**src/rtl/rp2040_interface.sv**
```systemverilog
// -----------------------------------------------------------------------------
// rp2040_interface
//
// SPI slave control/status register file between the RP2040 MCU and the SDR
// datapath. The MCU writes tuning, gain, filter and dynamic-reconfiguration
// registers. It reads back those registers, the live datapath status word and
// a fixed device ID. The stored register values drive static control outputs.
//
// Frame format (spi_cs_n low, counted in spi_clk rising edges):
//   edge 1       lead-in, MOSI ignored
//   edges 2-9    8-bit command, MSB first (bit7: 1=read, bits[6:0]=address)
//   edges 10-41  32 data bits, MSB first
//   edges > 41   ignored until spi_cs_n returns high
//
// Ports:
//   spi_clk          in   sole clock, rising edge
//   rst              in   synchronous active-high reset
//   spi_cs_n         in   frame select, active low
//   spi_mosi         in   serial data in
//   spi_miso         out  serial read data
//   frequency_word   out  reg 0x00
//   gain_control     out  reg 0x01
//   filter_select    out  reg 0x02[3:0]
//   enable_control   out  reg 0x03[0]
//   streaming_mode   out  reg 0x03[1]
//   bandwidth_limit  out  reg 0x04 (resets to 8'hFF)
//   processing_mode  out  reg 0x20[2:0]
//   modulation_type  out  reg 0x21
//   filter_bandwidth out  reg 0x22
//   clock_gating_en  out  reg 0x23[0]
//   thermal_scaling  out  reg 0x24
//   resource_opt_en  out  reg 0x25[0]
//   power_profile    out  reg 0x26
//   status_reg       in   read via 0x30[15:0]
//   pll_locked       in   read via 0x30[16]
//   eth_link_status  in   read via 0x30[17]
//
// DATA_WIDTH must be 32; the frame timing is built around a 32-bit payload.
// -----------------------------------------------------------------------------
module rp2040_interface #(
  parameter int          DATA_WIDTH = 32,
  parameter logic [31:0] DEVICE_ID  = 32'h52503230
) (
  input  logic        spi_clk,
  input  logic        rst,
  input  logic        spi_cs_n,
  input  logic        spi_mosi,
  output logic        spi_miso,
  output logic [31:0] frequency_word,
  output logic [7:0]  gain_control,
  output logic [3:0]  filter_select,
  output logic        enable_control,
  output logic        streaming_mode,
  output logic [7:0]  bandwidth_limit,
  output logic [2:0]  processing_mode,
  output logic [7:0]  modulation_type,
  output logic [7:0]  filter_bandwidth,
  output logic        clock_gating_en,
  output logic [7:0]  thermal_scaling,
  output logic        resource_opt_en,
  output logic [7:0]  power_profile,
  input  logic [15:0] status_reg,
  input  logic        pll_locked,
  input  logic        eth_link_status
);

  localparam logic [6:0] ADDR_FREQ    = 7'h00;
  localparam logic [6:0] ADDR_GAIN    = 7'h01;
  localparam logic [6:0] ADDR_FILTER  = 7'h02;
  localparam logic [6:0] ADDR_CTRL    = 7'h03;
  localparam logic [6:0] ADDR_BW      = 7'h04;
  localparam logic [6:0] ADDR_PMODE   = 7'h20;
  localparam logic [6:0] ADDR_MOD     = 7'h21;
  localparam logic [6:0] ADDR_FBW     = 7'h22;
  localparam logic [6:0] ADDR_CGATE   = 7'h23;
  localparam logic [6:0] ADDR_THERM   = 7'h24;
  localparam logic [6:0] ADDR_RESOPT  = 7'h25;
  localparam logic [6:0] ADDR_POWER   = 7'h26;
  localparam logic [6:0] ADDR_STATUS  = 7'h30;
  localparam logic [6:0] ADDR_ID      = 7'h3F;

  // Edge counter saturates one past the last data edge so that any further
  // edges in the same frame fall outside every decode window.
  localparam logic [5:0] EDGE_SAT     = 6'd42;

  // Frame state
  logic [5:0]            edge_cnt_reg;
  logic [7:0]            cmd_reg;
  logic [DATA_WIDTH-1:0] data_reg;
  logic [DATA_WIDTH-1:0] rd_shift_reg;

  // Register storage
  logic [31:0] freq_reg;
  logic [7:0]  gain_reg;
  logic [3:0]  filter_reg;
  logic        enable_reg;
  logic        stream_reg;
  logic [7:0]  bw_reg;
  logic [2:0]  pmode_reg;
  logic [7:0]  mod_reg;
  logic [7:0]  fbw_reg;
  logic        cgate_reg;
  logic [7:0]  therm_reg;
  logic        resopt_reg;
  logic [7:0]  power_reg;

  // Number of the edge currently being taken (1-based within the frame),
  // and the command/data words including the bit arriving on this edge.
  logic [5:0]            edge_num;
  logic [7:0]            cmd_next;
  logic [DATA_WIDTH-1:0] data_next;
  logic                  commit;
  logic [31:0]           read_value;

  assign edge_num  = edge_cnt_reg + 6'd1;
  assign cmd_next  = {cmd_reg[6:0], spi_mosi};
  assign data_next = {data_reg[DATA_WIDTH-2:0], spi_mosi};
  // Command is complete and frozen by edge 41, so cmd_reg is safe to use here.
  assign commit    = !spi_cs_n && (edge_num == 6'd41) && !cmd_reg[7];

  // Read mux, addressed by the command as it completes on edge 9.
  always_comb begin
    read_value = 32'h0;
    case (cmd_next[6:0])
      ADDR_FREQ:   read_value = freq_reg;
      ADDR_GAIN:   read_value = {24'h0, gain_reg};
      ADDR_FILTER: read_value = {28'h0, filter_reg};
      ADDR_CTRL:   read_value = {30'h0, stream_reg, enable_reg};
      ADDR_BW:     read_value = {24'h0, bw_reg};
      ADDR_PMODE:  read_value = {29'h0, pmode_reg};
      ADDR_MOD:    read_value = {24'h0, mod_reg};
      ADDR_FBW:    read_value = {24'h0, fbw_reg};
      ADDR_CGATE:  read_value = {31'h0, cgate_reg};
      ADDR_THERM:  read_value = {24'h0, therm_reg};
      ADDR_RESOPT: read_value = {31'h0, resopt_reg};
      ADDR_POWER:  read_value = {24'h0, power_reg};
      ADDR_STATUS: read_value = {14'h0, eth_link_status, pll_locked, status_reg};
      ADDR_ID:     read_value = DEVICE_ID;
      default:     read_value = 32'h0;
    endcase
  end

  // Frame sequencing and read shifter
  always_ff @(posedge spi_clk) begin
    if (rst) begin
      edge_cnt_reg <= 6'd0;
      cmd_reg      <= 8'h0;
      data_reg     <= '0;
      rd_shift_reg <= '0;
    end else if (spi_cs_n) begin
      edge_cnt_reg <= 6'd0;
      rd_shift_reg <= '0;
    end else begin
      if (edge_cnt_reg != EDGE_SAT) begin
        edge_cnt_reg <= edge_num;
      end
      if (edge_num >= 6'd2 && edge_num <= 6'd9) begin
        cmd_reg <= cmd_next;
      end
      if (edge_num >= 6'd10 && edge_num <= 6'd41) begin
        data_reg <= data_next;
      end
      // The shifter is only ever loaded by reads, so it stays zero (and
      // MISO stays low) throughout write frames.
      if (edge_num == 6'd9 && cmd_next[7]) begin
        rd_shift_reg <= read_value;
      end else if (edge_num >= 6'd10 && edge_num <= 6'd40) begin
        rd_shift_reg <= {rd_shift_reg[DATA_WIDTH-2:0], 1'b0};
      end else if (edge_num == 6'd41) begin
        rd_shift_reg <= '0;
      end
    end
  end

  // Register writes; reset takes priority over a commit on the same edge.
  always_ff @(posedge spi_clk) begin
    if (rst) begin
      freq_reg   <= 32'h0;
      gain_reg   <= 8'h0;
      filter_reg <= 4'h0;
      enable_reg <= 1'b0;
      stream_reg <= 1'b0;
      bw_reg     <= 8'hFF;
      pmode_reg  <= 3'h0;
      mod_reg    <= 8'h0;
      fbw_reg    <= 8'h0;
      cgate_reg  <= 1'b0;
      therm_reg  <= 8'h0;
      resopt_reg <= 1'b0;
      power_reg  <= 8'h0;
    end else if (commit) begin
      case (cmd_reg[6:0])
        ADDR_FREQ:   freq_reg   <= data_next[31:0];
        ADDR_GAIN:   gain_reg   <= data_next[7:0];
        ADDR_FILTER: filter_reg <= data_next[3:0];
        ADDR_CTRL: begin
          enable_reg <= data_next[0];
          stream_reg <= data_next[1];
        end
        ADDR_BW:     bw_reg     <= data_next[7:0];
        ADDR_PMODE:  pmode_reg  <= data_next[2:0];
        ADDR_MOD:    mod_reg    <= data_next[7:0];
        ADDR_FBW:    fbw_reg    <= data_next[7:0];
        ADDR_CGATE:  cgate_reg  <= data_next[0];
        ADDR_THERM:  therm_reg  <= data_next[7:0];
        ADDR_RESOPT: resopt_reg <= data_next[0];
        ADDR_POWER:  power_reg  <= data_next[7:0];
        default: ; // status, ID and unmapped addresses are read-only / ignored
      endcase
    end
  end

  assign spi_miso         = rd_shift_reg[DATA_WIDTH-1];
  assign frequency_word   = freq_reg;
  assign gain_control     = gain_reg;
  assign filter_select    = filter_reg;
  assign enable_control   = enable_reg;
  assign streaming_mode   = stream_reg;
  assign bandwidth_limit  = bw_reg;
  assign processing_mode  = pmode_reg;
  assign modulation_type  = mod_reg;
  assign filter_bandwidth = fbw_reg;
  assign clock_gating_en  = cgate_reg;
  assign thermal_scaling  = therm_reg;
  assign resource_opt_en  = resopt_reg;
  assign power_profile    = power_reg;

endmodule

```
**config.mk**
```make
export PLATFORM = sky130hd
export DESIGN_NAME = rp2040_interface
export DESIGN_NICKNAME = d
export VERILOG_FILES = /design/src/rtl/rp2040_interface.sv
export SDC_FILE = /design/constraint.sdc
export NUM_CORES = 1
export LEC_CHECK = 0
export ABC_AREA = 1
export CORE_MARGIN = 2
export CORE_UTILIZATION = 50
export DETAILED_ROUTE_END_ITERATION = 10
export PLACE_DENSITY_LB_ADDON = 0.25
export SLEW_MARGIN = 30
export SYNTH_ARGS = -nofsm -noshare
export SYNTH_HDL_FRONTEND = slang
export SYNTH_SLANG_ARGS = --single-unit
```
**constraint.sdc**
```tcl
create_clock -name spi_clk -period 2.1 [get_ports spi_clk]
set_input_delay 0.63 -clock spi_clk [delete_from_list [all_inputs] [get_ports spi_clk]]
set_output_delay 0.63 -clock spi_clk [all_outputs]
set_load 0.02 [all_outputs]
```
## Yosys cells after proc, flatten, opt, wreduce, memory -nomap -nowiden

Index checks and enable logic that the tools add are counted.

- Register bits after elaboration: 168
- Latch bits: 0
- Bits in writable memories: 0
- Bits in read-only memories: 0
- Bits of input ports: 22
- Output and inout port bits: 92
- Word-level logic and storage cells: 81
- Memories kept: 0

- Add/sub/neg operators: 1
- Multipliers: 0
- Divide/modulo/power cells: 0
- $lt $le $gt $ge: 5
- Equality and inequality tests: 27
- Shifts and indexed selects: 0
- Multiplexer cells: 4
- Bitwise logic cells: 1
- Reductions and logical operators: 26

Operators by type and width:

| operator | number |
|---|---|
| $pmux 32 s14 | 1 |
| $eq 7x6->1 const B | 16 |
| $mux 32 | 3 |
| $eq 7x2->1 const B | 4 |
| $reduce_and 2->1 | 14 |
| $eq 7x1->1 const B | 2 |
| $eq 7x3->1 const B | 2 |
| $logic_not 7->1 | 2 |
| $le 6x6->1 const B | 2 |
| $add 6x1->6 const B | 1 |
| $eq 6x4->1 const B | 1 |
| $eq 6x6->1 const B | 1 |
| $ge 6x2->1 const B | 1 |
| $ge 6x4->1 const B | 1 |
| $le 6x4->1 const B | 1 |
| $logic_and 1x1->1 | 6 |
| $ne 6x6->1 const B | 1 |
| $reduce_bool 3->1 | 1 |
| $logic_not 1->1 | 2 |
| $reduce_or 2->1 | 1 |
| $not 1->1 | 1 |

## Depth between registers and ports, before layout

- Depth after elaboration: 5
- Gate-level depth with buffers: 16
- Depth with buffers taken out: 15

## Least setup slack after synthesis

OpenSTA, ideal clock, no wires.

- Path type: input-to-reg
- From: input spi_mosi
- To: register rd_shift_reg[13]
- Setup time: 0.064 ns
- Data arrival time: 1.904 ns
- Required time: 2.036 ns
- Path slack: 0.132 ns
- Stages on the path: 11
- Buffers on the path: 2
- Path through: clkbuf_1 -> nor2_4 -> nand2_1 -> nor2_4 -> nor2_1 -> nand3_2 -> buf_2 -> nand3_1 -> nand2_1 -> nor2_1 -> nor2_1

- Word-level cells in the longest chain between the ends: 3
- Elaborated cells on any way between the ends: 16
- Those cells by class: eq/ne: 13; mux: 2; reduce/logical: 1

RTL lines:

| element | RTL line | source |
|---|---|---|
| from (decl) | 47 | `input logic spi_mosi,` |
| $eq 7x6->1 (tied with other cells) | 124 | `case (cmd_next[6:0])` |
| $pmux 32 s14 * | 124 |  |
| $mux 32 * | 165 | `if (edge_num == 6'd9 && cmd_next[7]) begin` |
| to (signal assigned) | 166 | `rd_shift_reg <= read_value;` |
| to (signal assigned) | 168 | `rd_shift_reg <= {rd_shift_reg[DATA_WIDTH-2:0], 1'b0};` |
| to (decl) | 90 | `logic [DATA_WIDTH-1:0] rd_shift_reg;` |

Every way passes the cells marked *; elsewhere a longest branch is shown, timed or not.
A chain may end at the register's enable or synchronous reset.

## Worst setup path after layout

- From: register freq_reg[17] (netlist: frequency_word[17])
- To: output frequency_word[17]

RTL lines:

| element | RTL line | source |
|---|---|---|
| from (decl) | 93 | `logic [31:0] freq_reg;` |
| from (signal assigned) | 193 | `ADDR_FREQ: freq_reg <= data_next[31:0];` |
| to (decl) | 49 | `output logic [31:0] frequency_word,` |

No word-level cell between the ends.

==> Flow_metrics.wiki <==
{| class="wikitable"
! Metric !! Value
|-
| Worst hold slack across all endpoints || 0.482 ns
|-
| Maximum number of pins on one net before global-route repair || 59
|-
| Final weighted congestion in routability-driven placement || 0.977
|-
| TritonRoute pass-1 iters || 8
|-
| Result of the run || finished clean
|-
| Global routing usage summed across all routing layers || 0.296
|-
| Via total after detailed routing || 8798
|-
| Leftover overflow at the end of global routing || 0
|-
| CTS hold repair buffers || 0
|-
| CORE AREA || 15900 sq um
|-
| TritonCTS clock tree || yes
|-
| Leakage component of the power || 4.76 nW
|-
| Endpoint arrival time on the critical path || 1.46 ns
|-
| Startpoint class of the critical path || register
|-
| TritonCTS buffer count || 17
|-
| Largest delay share family, worst path || buffers and inverters
|-
| Vias in the first global route || 7867
|-
| Number of different library cells in the post-synthesis netlist || 27
|-
| Post-Syn Instances || 1206
|-
| Cell row count || 46
|-
| Detailed placer's ending HPWL || 18300 um
|-
| Setup Slack @ Placement || -0.382 ns
|-
| Diodes inserted || 0
|-
| Fraction of post-synthesis cell area in the top cell type by area || 0.413
|-
| Worst Path Max Fanout || 3
|-
| Flip-flop and latch count after synthesis || 168
|-
| Maximum clock skew at final layout || 0.0111 ns
|-
| Routed met2 length || 11500 um
|-
| Shortest clock period the worst path allows after layout || 2.09 ns
|-
| Area of the mapped netlist || 8140 sq um
|-
| PwrDens || 658 nW/um^2
|-
| Die width || 132 um
|-
| Post-synthesis area per instance || 6.75 sq um
|-
| Count of final setup violators || 0
|-
| Post-route ant nets || 0
|-
| Global-route wire length before repair || 41800 um
|-
| Synth area leader || dfxtp_1
|-
| Share of synthesized area occupied by flip-flops and latches || 0.413
|-
| Hold crit path type || reg -> reg
|-
| Residual DRC || 0
|-
| Crit path setup slack, layout || 0.0137 ns
|-
| Synth Net Count || 1232
|-
| Routed length per placed instance || 16.7 um
|-
| Fraction of final layout cells sized beyond drive strength 1 || 0.116
|-
| DRT iter0 DRCs || 1112
|-
| Required time reported for the critical path endpoint || 1.47 ns
|-
| Crit share post-route || 0.993
|-
| Clk slew on worst S/H paths || 0.07 ns
|-
| Highest layer used for signal routing || met4
|-
| Final Max Tran Viols || 0
|-
| Final layout net count || 1360
|-
| Cells along the critical path || clkdlybuf4s50_1
|-
| Overall routed net length || 26100 um
|-
| Count of buffers from port buffering || 113
|-
| Sink count of the clock tree || 168
|-
| Leading cell types by total area after synthesis || dfxtp_1 41%, nand2_1 12%, nor2_1 9.8%, nand3_1 7.7%, nand4_1 6.5%
|-
| Met3 wire length || 2190 um
|-
| Routed length on met1 || 11700 um
|-
| Total die area || 17300 sq um
|-
| H-tree lvl count || 4
|-
| Endpoint type of the worst setup path || primary output
|-
| Number of antenna violations at the first check in global routing || 0
|-
| Total of fill cells in the finished design || 1385
|-
| Buffers & Inverters on Critical Path || 1
|-
| Buffers from clock root to sink, at most || 2
|-
| Worst slew slack as a fraction of its limit || 0.580
|-
| Signed area change from the synthesized netlist to the final layout || 30.3%
|-
| IR Drop Worst-Case VDD || 0.000567 V
|-
| Slowest CP cell || clkdlybuf4s50_1
|-
| Highest Clock Rate || 0.479 GHz
|-
| Worst-skew pair later-pin latency || 0.43 ns
|-
| Critical setup path kind || reg -> out
|-
| Peak per-stage delay on the critical path || 0.63 ns
|-
| Clock root buffer || clkbuf_16
|-
| MaxCap Viol Count || 0
|-
| I/O pin cnt || 114
|-
| Initial core utilization || 0.513
|-
| Hold Fails Final Rpt || 0
|-
| Vertical die dimension || 132 um
|-
| Routed vias/inst || 5.63
|-
| Slew @ Worst Pin || 0.628 ns
|-
| Syn. warnings || 0
|}
==> cell usage in the layout, fill, tap and decap left out, drive strengths merged, types with 4 or more instances in the layout <==
master	count
clkbuf	20
nand3	128
o21ai	82
dlygate4sd2	33
dlymetal6s2s	35
clkdlybuf4s50	44
inv	62
a22o	7
nor2	220
dfxtp	168
nand4	85
buf	84
nand2	267
a21oi	95
ha	4
==> worst paths after layout <==
kind	from	endpoint	slack [ns]	cells after the start
min	frequency_word[0]	frequency_word[0]	0.48	2
min reg2reg	frequency_word[0]	frequency_word[0]	0.48	2
max reg2reg	edge_cnt_reg[1]	data_reg[25]	0.14	12
max	frequency_word[17]	frequency_word[17]	0.01	1
==> Yosys cell counts <==
cell type and number:
buf_6 12, inv_1 53, clkbuf_1 50, nand2_2 4, o21bai_1 1, clkbuf_2 1
nor2_2 5, nand2_4 1, buf_1 1, nor2_1 212, nor2_4 3, nand3_1 125
o211ai_1 1, a22o_1 7, dfxtp_1 168, a21oi_1 95, ha_1 4, nand4_1 85
buf_2 18, nand2_1 262, o21ai_0 74, o21ai_1 8, buf_4 6, nor4_1 2
nand3_2 3, nor3_1 2, inv_2 3
==> where the power goes <==
group          switching (W)  internal, W
logic               0.000443     0.000235
registers          0.0000222      0.00320
clock network        0.00138      0.00170
==> logic make-up (layout without fill, tap and decap cells) <==
family / after synthesis / after routing / synth area share
AO/OA/AOI/OAI: 186 / 186 / 0.118
buffers and inverters: 144 / 285 / 0.0831
AND/OR/NAND/NOR: 704 / 704 / 0.380
flip-flops: 168 / 168 / 0.413
adder cells (fa/ha/maj): 4 / 4 / 0.00615
==> metal layers <==
| metal | global-route usage | up-vias |
|---|---|---|
| li1 | - | 4284 |
| met1 | 0.438 | 4048 |
| met2 | 0.438 | 407 |
| met3 | 0.0536 | 59 |
| met4 | 0.0833 | 0 |
| met5 | 0 | - |
==> through the flow <==
step                      utilization  area [sq um]  total power (W)  TNS (ns)  instances
final                           0.668         10600          0.00698         0       1563
after global routing            0.668         10600          0.00721   -0.0540       1563
after CTS                       0.652         10400          0.00699         0       1555
after detailed placement        0.618          9820          0.00394    -10.84       1523
after global placement          0.618          9820          0.00394    -10.23       1523
after floorplan                     -          8140          0.00364         0       1206
==> worst min-delay path: stages, from the launching register on <==
cell and delay, ns:
dfxtp_1 0.32, nand2_1 0.07, a21oi_1 0.05
==> layout make-up <==
cell class                      count  area [sq um]  share of cell area
Clock buffer                       19           443              0.0417
Clock inverter                     13           135              0.0127
Inverter                           56           210              0.0198
Multi-Input combinational cell    894          4170               0.393
Sequential cell                   168          3370               0.317
Tap cell                          216           270              0.0255
Timing Repair Buffer              197          2020               0.190
==> timing repair <==
item / CTS / global route
resized for setup: 35 / 77
pin swaps: 0 / 4
gates cloned: 0 / 1
endpoints found under the setup margin: 35 / 179
setup buffers: 0 / 7
No activity file was read; power rests on OpenSTA's default activity.
